===== src/rtl/instr_sequencer.sv =====
// instr_sequencer: multicycle FETCH/DECODE/EXEC/MEM/WB control FSM for the 16-bit Tron core.
// Define SEQ_TIMEOUT_EN to add the memory-wait timeout with sticky bus_err.
module instr_sequencer #(
    parameter int WIDTH          = 16,
    parameter int TIMEOUT_CYCLES = 15
) (
    input  logic             clk,
    input  logic             reset,
    input  logic [WIDTH-1:0] mem_rdata,
    input  logic             mem_ack,
    output logic [WIDTH-1:0] ir,
    output logic             mem_req,
    output logic             mem_we,
    output logic             addr_sel,
    output logic             pc_en,
    output logic             imm_sel,
    output logic             sign_ext,
    output logic [3:0]       alu_op,
    output logic             flag_we,
    output logic             reg_we,
    output logic             wb_sel,
    output logic [15:0]      retired,
    output logic             bus_err
);

    typedef enum logic [2:0] {
        S_FETCH  = 3'd0,
        S_DECODE = 3'd1,
        S_EXEC   = 3'd2,
        S_MEM    = 3'd3,
        S_WB     = 3'd4
    } state_t;

    state_t     state, state_nxt;
    logic [3:0] opc, ext;
    logic       is_rtype, is_imm, is_load, is_stor, is_cmp, is_flag, is_wr;
    logic       ir_load, retire, tmo;

    assign opc = ir[WIDTH-1 -: 4];
    assign ext = ir[7:4];

    always_comb begin
        is_rtype = (opc == 4'b0000);
        is_imm   = opc inside {4'b0001, 4'b0010, 4'b0011, 4'b0101, 4'b1001,
                               4'b1011, 4'b1101, 4'b1000, 4'b1111};
        is_load  = (opc == 4'b0100) && (ext == 4'b0000);
        is_stor  = (opc == 4'b0100) && (ext == 4'b0100);
        is_cmp   = (is_rtype && ext == 4'b1011) || (opc == 4'b1011);
        is_flag  = (is_rtype && (ext inside {4'b0101, 4'b1001, 4'b1011})) ||
                   (opc inside {4'b0101, 4'b1001, 4'b1011});
        // Unrecognised opcodes and memory exts fall through as NOPs: no write-back.
        is_wr    = (is_rtype || is_imm || is_load) && !is_cmp;
    end

    assign sign_ext = opc inside {4'b0101, 4'b1001, 4'b1011};
    assign alu_op   = is_rtype ? ext : opc;

    always_comb begin
        state_nxt = state;
        mem_req   = 1'b0;
        mem_we    = 1'b0;
        addr_sel  = 1'b0;
        pc_en     = 1'b0;
        imm_sel   = 1'b0;
        flag_we   = 1'b0;
        reg_we    = 1'b0;
        wb_sel    = 1'b0;
        ir_load   = 1'b0;
        retire    = 1'b0;
        case (state)
            S_FETCH: begin
                if (!tmo) begin
                    mem_req = 1'b1;
                    if (mem_ack) begin
                        pc_en     = 1'b1;
                        ir_load   = 1'b1;
                        state_nxt = S_DECODE;
                    end
                end
            end
            S_DECODE: state_nxt = S_EXEC;
            S_EXEC: begin
                imm_sel   = is_imm;
                flag_we   = is_flag;
                state_nxt = (is_load || is_stor) ? S_MEM : S_WB;
            end
            S_MEM: begin
                if (tmo) begin
                    state_nxt = S_FETCH;
                end else begin
                    mem_req  = 1'b1;
                    addr_sel = 1'b1;
                    mem_we   = is_stor;
                    if (mem_ack) begin
                        retire    = is_stor;
                        state_nxt = is_stor ? S_FETCH : S_WB;
                    end
                end
            end
            S_WB: begin
                reg_we    = is_wr;
                wb_sel    = is_load;
                retire    = 1'b1;
                state_nxt = S_FETCH;
            end
            default: state_nxt = S_FETCH;
        endcase
        // Asynchronous reset must silence the bus immediately, even mid-transfer.
        if (reset) begin
            mem_req  = 1'b0;
            mem_we   = 1'b0;
            addr_sel = 1'b0;
            pc_en    = 1'b0;
            imm_sel  = 1'b0;
            flag_we  = 1'b0;
            reg_we   = 1'b0;
            wb_sel   = 1'b0;
        end
    end

    always_ff @(posedge clk or posedge reset) begin
        if (reset) begin
            state   <= S_FETCH;
            ir      <= '0;
            retired <= '0;
        end else begin
            state <= state_nxt;
            if (ir_load)
                ir <= mem_rdata;
            if (retire)
                retired <= retired + 16'd1;
        end
    end

`ifdef SEQ_TIMEOUT_EN
    localparam logic [7:0] TMO_LIM = 8'(TIMEOUT_CYCLES);
    logic [7:0] wcnt;

    // On expiry the FSM spends one cycle with mem_req low, then re-enters FETCH.
    assign tmo = ((state == S_FETCH) || (state == S_MEM)) && (wcnt == TMO_LIM);

    always_ff @(posedge clk or posedge reset) begin
        if (reset) begin
            wcnt    <= '0;
            bus_err <= 1'b0;
        end else begin
            if (tmo)
                bus_err <= 1'b1;
            if (tmo || (state_nxt != state))
                wcnt <= '0;
            else if (mem_req && !mem_ack)
                wcnt <= wcnt + 8'd1;
        end
    end
`else
    assign tmo     = 1'b0;
    assign bus_err = 1'b0;
`endif

endmodule


===== config.mk =====
export PLATFORM = sky130hd
export DESIGN_NAME = instr_sequencer
export DESIGN_NICKNAME = d
export VERILOG_FILES = /design/src/rtl/instr_sequencer.sv
export SDC_FILE = /design/constraint.sdc
export NUM_CORES = 1
export LEC_CHECK = 0
export CORE_ASPECT_RATIO = 0.7
export CORE_MARGIN = 8
export CORE_UTILIZATION = 45
export CTS_CLUSTER_SIZE = 14
export DETAILED_ROUTE_END_ITERATION = 12
export PLACE_DENSITY = 0.8
export SLEW_MARGIN = 5
export SYNTH_ARGS = -nofsm -noshare
export SYNTH_HDL_FRONTEND = slang
export SYNTH_SLANG_ARGS = --single-unit
export TNS_END_PERCENT = 1

===== constraint.sdc =====
create_clock -name clk -period 6.8 [get_ports clk]
set_input_delay 2.04 -clock clk [delete_from_list [all_inputs] [get_ports clk]]
set_output_delay 2.04 -clock clk [all_outputs]
set_load 0.02 [all_outputs]

==> impl_metrics.toml, run 1 <==
[die]
core_um2 = 3946
rows = 19
start_util_pct = 47.40
die_h_um = 69.94
die-area_um2 = 6509
die_x_um = 93.06
io-pin-count = 65

[sta]
finalHoldViolations = 0
tns_ns = 0
period_needed_ns = 5.871
max-slew-margin-rel_pct = 49.68
fin_worst_skew_ns = 0.004723
setup-violations-final = 0
fmax_mhz = 170.3
tightest_slew_ns = 0.7548
post-route-period-util_pct = 86.34
slew_viol_final = 0
rsz0062_at_grt = "false"

[synthesis]
yosysUniqueCellTypes = 45
synth_top_area_share_pct = 46.82
netlist_top_cells_count = "35 x dfrtp_1, 15 x xor2_1, 14 x mux2_2, 14 x nand2_1, 9 x a21oi_1"
synthCells = 166
synthArstFlopShare_pct = 100.0
synth-edff-count = 0
syn_area_per_cell_um2 = 11.27
synth_area_leaders = "dfrtp_1 47%, mux2_2 8.4%, xor2_1 7.0%"
yosysSeqAreaShare_pct = 46.82
yosysMostFrequentCell = "dfrtp_1"
synth_top_flop_cell = "dfrtp_1"
synth_area_um2 = 1871
synth_nets = 186
yosys_warnings = 0
yosysTopAreaCell = "dfrtp_1"
synth_seq_cells = 35

[power_and_ir_drop]
finalPower_mw = 1.278
vdd_ir_drop_max_mv = 0.3210
power_density_nw_per_um2 = 488.5
p_leak_nw = 1.009

[critical_path]
cp.required_ns = 4.76
reg2reg_depth = 3
r2r_slack_ns = 4.84
startpoint_type = "input port"
r2r_end = "retired[1]"
end_kind = "output pin"
crit_start = "reset"
critPathArrivalTime_ns = 3.83
r2r-start = "state[0]"
cp_max_fo = 7
critPathKind = "input port to output pin"
crit_end = "imm_sel"

[finish]
antennaDiodeCount = 0
syn2layout_area_growth_pct = 39.87
drive_above_1_share_pct = 15.65
layout.nets = 249

[global_route]
grt_max_degree = 36
grt.total_usage_pct = 15.90
grt_pass1_wl_um = 8273
antenna_found_initial = 0
grt_pass1_vias = 1599
grt_overflow = 0

[routing]
num_vias = 1517
drc = 0
drt_pass1_iterations = 4
routed_wl_um = 4808
route.detailed.wl_per_inst_um = 17.05
ant_nets = 0
routed_via_density = 5.379
initialDrtViolationCount = 72

[placed_design]
hpwl_um = 3604
io_buffers = 63
gp_congestion = 0.7751

[clock_network]
clk_pin_slew_ns = 0.07
cts-resized-gates = 0
root_buffer = "clkbuf_8"
holdBufCountCts = 0
cts_setup_buffers = 0
ctsLongestPathBuffers = 2
cts_buffers = 5
cts_sinks = 35
cts_tree = "built"
htreeDepth = 2
insertion_delay_ns = 0.28

[worst_hold_path]
hold_depth = 1
hold_class = "register to register"

[run_status]
status = "finished clean"

[flow_run]
cap_violations = 0
-- registers in the layout, summed over array words and instances, names as in the netlist --
register,count
ir,16
retired,16
state,3
-- per-layer routing --
layer  part of all wire (%)  GRT usage, %  wire, um  vias to the layer above
li1                       -             -         -                      719
met1                     46         20.38      2197                      743
met2                     45         22.70      2145                       48
met3                    7.9         6.297       378                        7
met4                    1.8         7.473        87                        0
met5                      0             0         0                        -
-- layout by cell type (no fill, tap or decap), types with 3 or more instances in the layout --
cell,Yosys,final
and2_1,3,3
clkdlybuf4s50_1,0,63
inv_1,5,5
nand3_1,6,6
nor2b_1,4,4
a31o_2,3,3
a21oi_1,9,9
clkbuf_8,0,5
mux2_2,14,14
dfrtp_1,35,35
xor2_1,15,15
o21ai_0,6,6
a211oi_2,4,4
nor2_1,5,5
nand2_1,14,14
-- where the power goes --
group | switching, mW | internal, mW
logic | 0.351 | 0.342
clock network | 0.0724 | 0.0718
registers | 0.139 | 0.302
total | 0.563 | 0.715
-- critical path, cell delays in order --
cell and delay [ns]:
clkdlybuf4s50_1 0.53, a2111oi_0 0.54, clkdlybuf4s50_1 0.71
-- area by class of cell --
class / count / area, um^2
fill: 341 / 1330
multi-input combinational: 117 / 929.6
sequential: 35 / 875.8
timing repair buffer: 65 / 645.6
clock buffer: 7 / 76.32
tap: 52 / 65.06
inverter: 5 / 18.77
clock inverter: 1 / 5.005
-- worst min-delay path by stage --
| stage | start | to | slack [ns] |
|---|---|---|---|
| finish | retired[14] | retired[14] | 0.50 |
| global route | retired[14] | retired[14] | 0.52 |
| CTS | retired[14] | retired[14] | 0.50 |
| detailed placement | retired[11] | retired[11] | 0.48 |
| global placement | retired[15] | retired[15] | 0.46 |
| floorplan | state[2] | state[1] | 0.48 |
-- stage by stage --
stage | util, % | cell area, um^2 | hold slack [ns] | instances | setup WS (ns)
final | 66.30 | 2616 | 0.4975 | 282 | 0.9291
after global routing | 66.30 | 2616 | 0.5241 | 282 | 0.8744
after CTS | 66.30 | 2616 | 0.5010 | 282 | 0.9423
after detailed placement | 64.24 | 2535 | 0.4842 | 274 | 0.9571
after global placement | 64.24 | 2535 | 0.4589 | 274 | 1.136
after floorplan | - | 1871 | 0.4843 | 166 | 1.623
-- cells by family after synthesis --
logic type | Yosys count | synth area share (%)
XOR/XNOR | 15 | 7.024
other | 1 | 0.2005
AO/OA/AOI/OAI | 34 | 15.18
flip-flops | 35 | 46.82
multiplexers | 15 | 8.963
buffers and inverters | 14 | 3.813
adder cells (fa/ha/maj) | 1 | 0.6688
AND/OR/NAND/NOR | 51 | 17.32
Note: power is estimated with default switching activity, not from simulation.
==> inputs of run 2 (changes only) <==
TNS_END_PERCENT = not set   (was 1)
==> results of run 2 <==
No change in the layout: final DEF, timing and power equal those of run 1.
==> inputs of run 3 (changes only) <==
CORE_MARGIN = 2   (was 8)
==> run 3 against run 2 <==
Effect of this change:
- wire length down 8.4%
- sequential share of layout area unchanged
- critical path type unchanged
- largest cell class unchanged
- critical endpoint unchanged
- highest routed layer unchanged
- utilization unchanged
- clock-buffer cell count unchanged
==> impl_metrics.toml, run 3 (synthesized netlist as in run 1, its figures left out) <==
[die]
start_util_pct = 47.40
rows = 19
die_h_um = 57.94
die-area_um2 = 4697
io-pin-count = 65
core_um2 = 3946
die_x_um = 81.06

[finish]
top_regs = "ir x16, retired x16, state x3"
nFillCells = 349
seqCellArea_um2 = 875.8
drive_above_1_share_pct = 15.65
final_cell_mix = "63 x clkdlybuf4s50_1, 35 x dfrtp_1, 15 x xor2_1"
syn2layout_area_growth_pct = 39.87
antennaDiodeCount = 0
multiInputGateArea_um2 = 929.6
layout.nets = 249
layout_commonest_cell = "clkdlybuf4s50_1"

[routing]
initialDrtViolationCount = 78
routed_wl_um = 4403
num_vias = 1551
route.detailed.wl_per_inst_um = 15.61
drc = 0
ant_nets = 0
drt_pass1_iterations = 4
routed_via_density = 5.500

[critical_path]
crit_slowest_cell = "clkdlybuf4s50_1"
slowest_delay_ns = 0.70
r2r-start = "state[0]"
cpLargestDelayFamily = "buffers and inverters"
crit_buf_inv = 2
startpoint_type = "input port"
path_cells = "clkdlybuf4s50_1, a2111oi_0, clkdlybuf4s50_1"
cpMostUsedCell = "clkdlybuf4s50_1"
end_kind = "output pin"
critPathKind = "input port to output pin"
critPathArrivalTime_ns = 3.79
crit_start = "reset"
cp.required_ns = 4.76
cp_max_fo = 7

[sta]
setup-violations-final = 0
tns_ns = 0
tightest_slew_ns = 0.7427
finalWorstSetupSlack_ns = 0.9724
fmax_mhz = 171.6
worst_hold_slack_ns = 0.4859
finalHoldViolations = 0
slew_viol_final = 0
max-slew-margin-rel_pct = 50.49
rsz0062_at_grt = "false"
period_needed_ns = 5.828
fin_worst_skew_ns = 0.005930
post-route-period-util_pct = 85.70

[global_route]
met3_usage_pct = 7.165
grt_overflow = 0
grt_pass1_vias = 1475
antenna_found_initial = 0
use_met2_pct = 28.93
grt_max_degree = 36
use_met1_pct = 28.59
grt_busiest_layer = "met2"
grt.total_usage_pct = 19.93
grt_pass1_wl_um = 7162

[clock_network]
cts_buffers = 5
holdBufCountCts = 0
cts_setup_buffers = 0
htreeDepth = 2
cts_sinks = 35
cts-resized-gates = 0
ctsLongestPathBuffers = 2
insertion_delay_ns = 0.28
cts_tree = "built"
root_buffer = "clkbuf_8"
clk_pin_slew_ns = 0.06

[placed_design]
gp_congestion = 0.7770
hpwl_um = 3134
io_buffers = 63
dp_slack_ns = 1.020

[flow_run]
cap_violations = 0

[power_and_ir_drop]
p_leak_nw = 1.009
finalPower_mw = 1.273
power_density_nw_per_um2 = 486.7
vdd_ir_drop_max_mv = 0.2491

[worst_hold_path]
hp-start = "retired[11]"
hold_class = "register to register"

[run_status]
status = "finished clean"
[run 3: cell counts in the layout (fill, tap and decap cells not counted)]
No cell type changed its count.
[run 3: cell type report]
cell class | instances | area share (%)
Timing Repair Buffer | 65 | 24.68
Sequential cell | 35 | 33.48
Tap cell | 52 | 2.487
Clock inverter | 1 | 0.1913
Inverter | 5 | 0.7174
Clock buffer | 7 | 2.917
Multi-Input combinational cell | 117 | 35.53
[run 3: final timing paths]
kind	depth (start not counted)	endpoint	slack, ns
setup / recovery	3	imm_sel	0.97
hold / removal	1	retired[11]	0.49
setup reg to reg	3	retired[15]	4.84
hold reg to reg	1	retired[11]	0.49
max in group asynchronous	3	ir[8]	4.06
min in group asynchronous	3	state[2]	2.42
[run 3: power breakdown]
group	internal (mW)	switching, mW
clock network	0.0719	0.0722
logic	0.342	0.348
registers	0.302	0.137
[run 3: metrics by stage]
step / std cells / instance area, um^2 / util, %
floorplan: 166 / 1871 / -
global placement: 274 / 2535 / 64.24
detailed placement: 274 / 2535 / 64.24
CTS: 282 / 2616 / 66.30
global route: 282 / 2616 / 66.30
finish: 282 / 2616 / 66.30
[run 3: layer usage]
metal  vias to the layer above  wire (um)
li1                        722          -
met1                       769       2059
met2                        54       1928
met3                         6        368
met4                         0         46
met5                         -          0
